## config.mk

```make
export PLATFORM = sky130hd
export DESIGN_NAME = i2c_target_regs
export DESIGN_NICKNAME = d
export VERILOG_FILES = /design/src/rtl/i2c_pkg.sv /design/src/rtl/i2c_line_filter.sv /design/src/rtl/i2c_target_regs.sv
export SDC_FILE = /design/constraint.sdc
export NUM_CORES = 1
export LEC_CHECK = 0
export ABC_AREA = 1
export CORE_ASPECT_RATIO = 0.6
export CORE_MARGIN = 1.5
export CORE_UTILIZATION = 55
export DETAILED_ROUTE_END_ITERATION = 12
export PLACE_DENSITY = 0.77
export SYNTH_ARGS = -nofsm -noshare
export SYNTH_HDL_FRONTEND = slang
export SYNTH_HIERARCHICAL = 1
export SYNTH_SLANG_ARGS = --single-unit
```

## constraint.sdc

```tcl
create_clock -name clk -period 2.8 [get_ports clk]
set_input_delay 0.42 -clock clk [delete_from_list [all_inputs] [get_ports clk]]
set_output_delay 0.42 -clock clk [all_outputs]
set_load 0.01 [all_outputs]
```

## src/rtl/i2c_pkg.sv

```systemverilog
// Shared types and constants for the I2C register-bank target.
package i2c_pkg;

  typedef enum logic [3:0] {
    StIdle,
    StAddr,
    StAddrAck,
    StPtr,
    StPtrAck,
    StWdata,
    StWdataAck,
    StRdata,
    StRdataAck,
    StIgnore
  } i2c_tgt_state_t;

  localparam logic       I2C_ACK   = 1'b0;
  localparam logic       I2C_NACK  = 1'b1;
  localparam logic [3:0] BYTE_BITS = 4'd8;

endpackage

```

## src/rtl/i2c_line_filter.sv

```systemverilog
// Two-flop synchroniser plus a glitch filter that accepts a new level only after
// FILTER_LEN consecutive equal samples; emits one-cycle rise/fall pulses with the level change.
module i2c_line_filter #(
  parameter int unsigned FILTER_LEN = 3
) (
  input  logic clk,
  input  logic reset,
  input  logic line_in,
  output logic level,
  output logic rise,
  output logic fall
);

  localparam int unsigned CntW = $clog2(FILTER_LEN + 1);

  logic            sync1_q, sync2_q;
  logic [CntW-1:0] cnt_q;

  always_ff @(posedge clk) begin
    if (reset) begin
      sync1_q <= 1'b1;
      sync2_q <= 1'b1;
      cnt_q   <= '0;
      level   <= 1'b1;
      rise    <= 1'b0;
      fall    <= 1'b0;
    end else begin
      sync1_q <= line_in;
      sync2_q <= sync1_q;
      rise    <= 1'b0;
      fall    <= 1'b0;
      if (sync2_q == level) begin
        cnt_q <= '0;
      end else if (cnt_q == CntW'(FILTER_LEN - 1)) begin
        cnt_q <= '0;
        level <= sync2_q;
        rise  <= sync2_q;
        fall  <= ~sync2_q;
      end else begin
        cnt_q <= cnt_q + CntW'(1);
      end
    end
  end

endmodule

```

## src/rtl/i2c_target_regs.sv

```systemverilog
// I2C/SCCB target emulating a camera sensor's 8-bit-addressed register interface.
// Register pointer auto-increments per data byte and persists across transactions.
module i2c_target_regs
  import i2c_pkg::*;
#(
  parameter logic [6:0]  TARGET_ADDR = 7'h21,
  parameter int unsigned FILTER_LEN  = 3,
  parameter int unsigned HOLD_CYCLES = 4
) (
  input  logic       clk,
  input  logic       reset,
  input  logic       scl_in,
  input  logic       sda_in,
  output logic       sda_oe,
  output logic [7:0] reg_addr,
  output logic [7:0] reg_wdata,
  output logic       reg_we,
  output logic       reg_rd,
  input  logic [7:0] reg_rdata,
  output logic       busy
);

  localparam int unsigned HoldW = $clog2(HOLD_CYCLES + 1);

  logic scl_lvl, scl_rise, scl_fall;
  logic sda_lvl, sda_rise, sda_fall;

  i2c_line_filter #(.FILTER_LEN(FILTER_LEN)) u_scl_filter (
    .clk     (clk),
    .reset   (reset),
    .line_in (scl_in),
    .level   (scl_lvl),
    .rise    (scl_rise),
    .fall    (scl_fall)
  );

  i2c_line_filter #(.FILTER_LEN(FILTER_LEN)) u_sda_filter (
    .clk     (clk),
    .reset   (reset),
    .line_in (sda_in),
    .level   (sda_lvl),
    .rise    (sda_rise),
    .fall    (sda_fall)
  );

  i2c_tgt_state_t   state_q;
  logic [3:0]       bit_cnt_q;
  logic [7:0]       shift_q;
  logic [7:0]       ptr_q;
  logic [HoldW-1:0] hold_cnt_q;
  logic             rw_q;
  logic             rd_pend_q;

  logic [7:0] byte_in;
  logic       last_bit;
  logic       drive_low;

  assign byte_in  = {shift_q[6:0], sda_lvl};
  assign last_bit = (bit_cnt_q == BYTE_BITS - 4'd1);

  // Level SDA should take once the post-fall hold time expires.
  always_comb begin
    drive_low = 1'b0;
    unique case (state_q)
      StAddrAck, StPtrAck, StWdataAck: drive_low = 1'b1;
      StRdata:                         drive_low = ~shift_q[7];
      default:                         drive_low = 1'b0;
    endcase
  end

  always_ff @(posedge clk) begin
    if (reset) begin
      state_q    <= StIdle;
      bit_cnt_q  <= '0;
      shift_q    <= '0;
      ptr_q      <= '0;
      hold_cnt_q <= '0;
      rw_q       <= 1'b0;
      rd_pend_q  <= 1'b0;
      sda_oe     <= 1'b0;
      reg_addr   <= '0;
      reg_wdata  <= '0;
      reg_we     <= 1'b0;
      reg_rd     <= 1'b0;
      busy       <= 1'b0;
    end else begin
      reg_we    <= 1'b0;
      reg_rd    <= 1'b0;
      rd_pend_q <= reg_rd;
      // Read data arrives one clk after the request.
      if (rd_pend_q) shift_q <= reg_rdata;

      if (scl_fall) begin
        hold_cnt_q <= HoldW'(HOLD_CYCLES);
      end else if (hold_cnt_q != '0) begin
        hold_cnt_q <= hold_cnt_q - HoldW'(1);
        if (hold_cnt_q == HoldW'(1)) sda_oe <= drive_low;
      end

      if (scl_lvl && (sda_fall || sda_rise)) begin
        state_q    <= sda_fall ? StAddr : StIdle;
        bit_cnt_q  <= '0;
        hold_cnt_q <= '0;
        sda_oe     <= 1'b0;
        busy       <= 1'b0;
      end else if (scl_rise) begin
        unique case (state_q)
          StAddr: begin
            shift_q   <= byte_in;
            bit_cnt_q <= last_bit ? 4'd0 : bit_cnt_q + 4'd1;
            if (last_bit) begin
              if (byte_in[7:1] == TARGET_ADDR) begin
                state_q <= StAddrAck;
                busy    <= 1'b1;
                rw_q    <= byte_in[0];
                if (byte_in[0]) begin
                  reg_rd   <= 1'b1;
                  reg_addr <= ptr_q;
                end
              end else begin
                state_q <= StIgnore;
              end
            end
          end
          StAddrAck: state_q <= rw_q ? StRdata : StPtr;
          StPtr: begin
            shift_q   <= byte_in;
            bit_cnt_q <= last_bit ? 4'd0 : bit_cnt_q + 4'd1;
            if (last_bit) begin
              ptr_q   <= byte_in;
              state_q <= StPtrAck;
            end
          end
          StPtrAck, StWdataAck: state_q <= StWdata;
          StWdata: begin
            shift_q   <= byte_in;
            bit_cnt_q <= last_bit ? 4'd0 : bit_cnt_q + 4'd1;
            if (last_bit) begin
              reg_we    <= 1'b1;
              reg_addr  <= ptr_q;
              reg_wdata <= byte_in;
              ptr_q     <= ptr_q + 8'd1;
              state_q   <= StWdataAck;
            end
          end
          StRdata: begin
            shift_q   <= {shift_q[6:0], 1'b0};
            bit_cnt_q <= last_bit ? 4'd0 : bit_cnt_q + 4'd1;
            if (last_bit) state_q <= StRdataAck;
          end
          StRdataAck: begin
            ptr_q <= ptr_q + 8'd1;
            if (sda_lvl == I2C_ACK) begin
              reg_rd   <= 1'b1;
              reg_addr <= ptr_q + 8'd1;
              state_q  <= StRdata;
            end else begin
              state_q <= StIgnore;
            end
          end
          default: ;
        endcase
      end
    end
  end

endmodule

```

---- Yosys cells after proc, flatten, opt, wreduce, memory -nomap -nowiden ----
Cells that the tools add are included.
word-level totals
  output and inout port bits .............. 20
  input port bits ......................... 12
  logic and storage cells ................. 131
  latch bits .............................. 0
  RAM bits ................................ 0
  memories kept ........................... 0
  register bits ........................... 63
  memory bits (read-only) ................. 0
cells by class
  add/sub/neg operators ................... 5
  divide/modulo/power cells ............... 0
  $mul .................................... 0
  reduce and logical (&&, ||, !) cells .... 30
  multiplexer cells ....................... 34
  $lt $le $gt $ge ......................... 0
  equality and inequality tests ........... 25
  bitwise logic cells ..................... 11
  shifts and indexed selects .............. 0
operators by type and width
  kind                 number
  $mux 8               10
  $pmux 8 s3           2
  $mux 4               9
  $pmux 4 s7           1
  $reduce_or 3->1      8
  $eq 4x3->1 const B   5
  $pmux 8 s2           1
  $ne 3x3->1 const B   4
  $not 1->1            11
  $ne 2x2->1 const B   5
  $reduce_and 5->1     2
  $mux 3               3
  $reduce_bool 3->1    3
  $add 8x1->8 const B  1
  $eq 4x2->1 const B   2
  $reduce_and 4->1     2
  $reduce_and 8->1     1
  $reduce_bool 8->1    1
  $reduce_or 4->1      2
  $eq 7x6->1 const B   1
  $mux 1               6
  $reduce_and 2->1     3
  $reduce_and 6->1     1
  $add 2x1->2 const B  2
  other kinds (14)     19

---- Depth between registers and ports, before layout ----
  word-level depth ........................ 6
  depth in mapped cells ................... 11
  mapped depth without buffers ............ 10

---- Modules after synthesis ----
The synthesis kept the hierarchy.
by module, submodules not included
  module           instances  area each (um2)  cells each  seq. area each (um2)
  i2c_target_regs  1          2692.6           394         980.9
  i2c_line_filter  2          244.0            27          140.1

---- Worst setup path before layout ----
No wires, ideal clock.
  kind .................................... reg2reg
  start ................................... register bit_cnt_q[0]
  end ..................................... register reg_addr[5]
  path buffers ............................ 0
  stages on the path, launching flop included .. 9
  arrival ................................. 1.327 ns
  setup slack ............................. 1.360 ns
  required time ........................... 2.687 ns
  period minus slack after synthesis ...... 1.440 ns
  library setup time ...................... 0.113 ns
  cells stage by stage .................... dfxtp_1 -> ha_1 -> nand3_4 -> nand3_1 -> nand2_2 -> nor2_4 -> nand2_2 -> nor2_1 -> nor2_1
between the ends
  cells in the longest elaborated chain, start to end .. 3
  elaborated cells on any way between the ends .. 4
  classes of those cells .................. 3 x eq/ne; 1 x reduce/logical
RTL lines
  element                              line                    RTL
  from (decl)                          i2c_target_regs.sv:47   logic [3:0] bit_cnt_q;
  from (signal assigned)               i2c_target_regs.sv:110  bit_cnt_q <= last_bit ? 4'd0 : bit_cnt_q + 4'd1;
  from (signal assigned)               i2c_target_regs.sv:128  bit_cnt_q <= last_bit ? 4'd0 : bit_cnt_q + 4'd1;
  from (signal assigned)               i2c_target_regs.sv:137  bit_cnt_q <= last_bit ? 4'd0 : bit_cnt_q + 4'd1;
  $eq 4x3->1 *                         i2c_target_regs.sv:59   assign last_bit = (bit_cnt_q == BYTE_BITS - 4'd1);
  $ne 2x2->1 (no source line)          --
  $reduce_and 8->1 (no source line) *  --
  to (signal assigned)                 i2c_target_regs.sv:118  reg_addr <= ptr_q;
  to (signal assigned)                 i2c_target_regs.sv:140  reg_addr <= ptr_q;
  to (signal assigned)                 i2c_target_regs.sv:155  reg_addr <= ptr_q + 8'd1;
  to (decl)                            i2c_target_regs.sv:15   output logic [7:0] reg_addr,
Every way passes the cells marked *; elsewhere a longest branch is shown, timed or not.
A chain may end at the register's enable or synchronous reset.

---- Worst setup path after layout ----
  start ................................... register state_q[3]
  end ..................................... register ptr_q[0]
between the ends
  cells in the longest elaborated chain, start to end .. 3
  elaborated cells on any way between the ends .. 8
  classes of those cells .................. 5 x eq/ne; 1 x mux; 2 x reduce/logical
RTL lines
  element                                                           line                    RTL
  from (decl)                                                       i2c_target_regs.sv:46   i2c_tgt_state_t state_q;
  from (signal assigned)                                            i2c_target_regs.sv:73   state_q <= StIdle;
  from (signal assigned)                                            i2c_target_regs.sv:101  state_q <= sda_fall ? StAddr : StIdle;
  from (signal assigned)                                            i2c_target_regs.sv:113  state_q <= StAddrAck;
  $eq 4x2->1 (tied with other cells)                                i2c_target_regs.sv:107  unique case (state_q)
  $ne 2x2->1 (no source line) or $reduce_bool 3->1 (tied branches)  --
  $reduce_and 5->1 (no source line)                                 --
  to (signal assigned)                                              i2c_target_regs.sv:130  ptr_q <= byte_in;
  to (signal assigned)                                              i2c_target_regs.sv:142  ptr_q <= ptr_q + 8'd1;
  to (signal assigned)                                              i2c_target_regs.sv:152  ptr_q <= ptr_q + 8'd1;
  to (decl)                                                         i2c_target_regs.sv:49   logic [7:0] ptr_q;
Parallel ways exist; a longest one is shown, timed or not.

==> qor.yml <==
clocking:
  cts_root_buf: "clkbuf_8"
  insertion_delay_ns: 0.34
  tritoncts: "yes"
  h-tree-depth: 3
  cts_resized: 0
  holdBufCountCts: 0
  path_clk_slew_ns: 0.07
  numCtsBuffers: 9
  clockBufferDepth: 2
  cts_setup_buffers: 0
  clkSinkCount: 63
sta:
  fin_ws_ns: 0.907
  final_max_slew_viol_count: 0
  period_minus_slack_ns: 1.89
  finClkSkew_ns: 0.0106
  rsz0062_at_grt: "false"
  setup_tns_ns: 0
  max_freq_mhz: 528
  fin_crit_sh_pct: 67.6
  worst_pin_slew_ns: 0.827
  setup_viol: 0
  relSlewSlack_pct: 44.8
  finalHoldViolCount: 0
yosys:
  synth_area_um2: 3180
  syn_area_per_cell_um2: 7.10
  syn_inst: 448
  yosys.area.top_type: "dfxtp_1"
  ys_seq_area_share_pct: 39.7
  synth_area_leaders: "dfxtp_1 (40%), nand2_1 (9.9%), nor2_1 (7.8%)"
  synth_nets: 468
  synth_top_area_share_pct: 39.7
  ys_warn_count: 6
  synth_cell_types: 36
  synth_seq_cells: 63
worst_setup_path:
  cp_max_fo: 15
  critPathKind: "register to register"
  cp-end-kind: "register"
  cp_data_arrival_time_ns: 2.13
  required_ns: 3.04
  start_kind: "register"
floorplanning:
  die-height_um: 61.9
  rows: 21
  pin_count: 32
  core_um2: 5570
  die_area_um2: 6260
  die_x_um: 101
  initial_core_util_pct: 57.1
layout:
  nNetsFinal: 500
  layout_common_cells: "nand2_1 (84), nor2_1 (66), dfxtp_1 (63)"
  layout-drive-gt1-share_pct: 11.4
  final_common_cell: "nand2_1"
  n_antenna_cell: 0
  fin_util_pct: 66.3
  area_delta_synth_final_pct: 16.1
placement:
  globalplace.congestion: 0.942
  dp_slack_ns: 0.872
  dp_hpwl_um: 5090
  portBuffers: 31
run_status:
  status: "completed"
min_path:
  hold_class: "register to register"
power:
  peakVddDrop_mv: 0.303
  p_leak_nw: 1.58
  p_per_area_nw_per_um2: 475
route:
  wl_per_cell_um: 12.5
  postRouteWirelength_um: 7060
  vias: 2915
  drc_errors: 0
  vias_per_cell: 5.18
  drt_iter0_drc: 297
  drt_pre_antenna_iters: 5
  ant_nets: 0
global_routing:
  grt_pass1_vias: 2545
  grt_pass1_wl_um: 11800
  track_usage_pct: 25.0
  grt_max_degree: 32
  antenna_found_initial: 0
  gr-total-overflow: 0
run:
  drv_cap: 0
## sequential cells by signal, indices dropped and copies added (netlist names), 2 cells and up
| name | flops |
|---|---|
| state_q | 4 |
| u_sda_filter/cnt_q | 2 |
| shift_q | 8 |
| ptr_q | 8 |
| hold_cnt_q | 3 |
| bit_cnt_q | 4 |
| reg_addr | 8 |
| reg_wdata | 8 |
| u_scl_filter/cnt_q | 2 |
## worst max-delay path, cell delays in order (launching register included)
cell and delay [ns]:
dfxtp_1 0.47, inv_2 0.10, nor2_2 0.13, nand2_2 0.22, nand2_4 0.19, a21oi_2 0.06
nor2_4 0.25, inv_1 0.17, nor2_1 0.14, nor2_1 0.06
## final timing paths
check / slack (ns) / cells past startpoint / endpoint / start
min reg2reg: 0.41 / 1 / u_scl_filter/cnt_q[0]$_SDFF_PP0_ / u_scl_filter/cnt_q[0]$_SDFF_PP0_
max reg2reg: 0.91 / 9 / ptr_q[0]$_SDFFE_PP0P_ / state_q[3]$_SDFFE_PP0P_
min: 0.41 / 1 / u_scl_filter/cnt_q[0]$_SDFF_PP0_ / u_scl_filter/cnt_q[0]$_SDFF_PP0_
max: 0.91 / 9 / ptr_q[0]$_SDFFE_PP0P_ / state_q[3]$_SDFFE_PP0P_
## cells by family (layout without fill, tap and decap cells)
logic type      count (synthesis)  after routing  share of synthesized area, %
buf+inv                        64             99                          8.46
fa+ha+maj                       8              8                          3.15
simple gates                  221            221                          32.4
mux                             1              1                         0.354
flops                          63             63                          39.7
xor+xnor                        4              4                          1.10
compound gates                 87             87                          14.9
## power breakdown
| group | leakage [nW] | switching, mW | internal (mW) |
|---|---|---|---|
| clock | 0.0854 | 0.329 | 0.359 |
| combinational | 0.990 | 0.0760 | 0.0638 |
| sequential | 0.509 | 0.0114 | 0.915 |
| total | 1.58 | 0.416 | 1.34 |
## through the flow
| step | hold WS [ns] | cell area, um^2 | total power [mW] | cells |
|---|---|---|---|---|
| 2_1_floorplan | 0.389 | 3180 | 1.04 | 448 |
| 4_1_cts | 0.409 | 3690 | 1.77 | 563 |
| 5_1_grt | 0.432 | 3690 | 1.83 | 563 |
| 6_report | 0.408 | 3690 | 1.75 | 563 |
| 3_3_place_gp | 0.393 | 3530 | 1.08 | 549 |
| 3_5_place_dp | 0.393 | 3530 | 1.09 | 549 |
## synth_stat cells, drive strengths merged
cell type	number
o211a	1
nor2	75
nand4	4
o21ai	42
xor2	3
a31oi	1
nand2	94
dfxtp	63
a211oi	3
ha	8
nand3	34
nor4	1
clkbuf	5
or2	4
buf	6
o21bai	1
xnor2	1
clkinv	1
nand3b	1
inv	52
a21oi	39
mux2	1
nor3	8
## per-layer routing
layer | track usage, % | share of wire (%)
met2 | 34.8 | 38
met3 | 8.17 | 9.0
met4 | 7.34 | 1.3
met1 | 36.7 | 52
met5 | 0 | 0
## area by class of cell
type	count	area, um^2
Timing Repair Buffer	32	318
Multi-Input combinational cell	321	1650
Sequential cell	63	1260
Inverter	53	199
Clock inverter	1	5.00
Fill cell	508	1880
Tap cell	80	100
Clock buffer	13	159
Power figures use the tool's default switching activity.
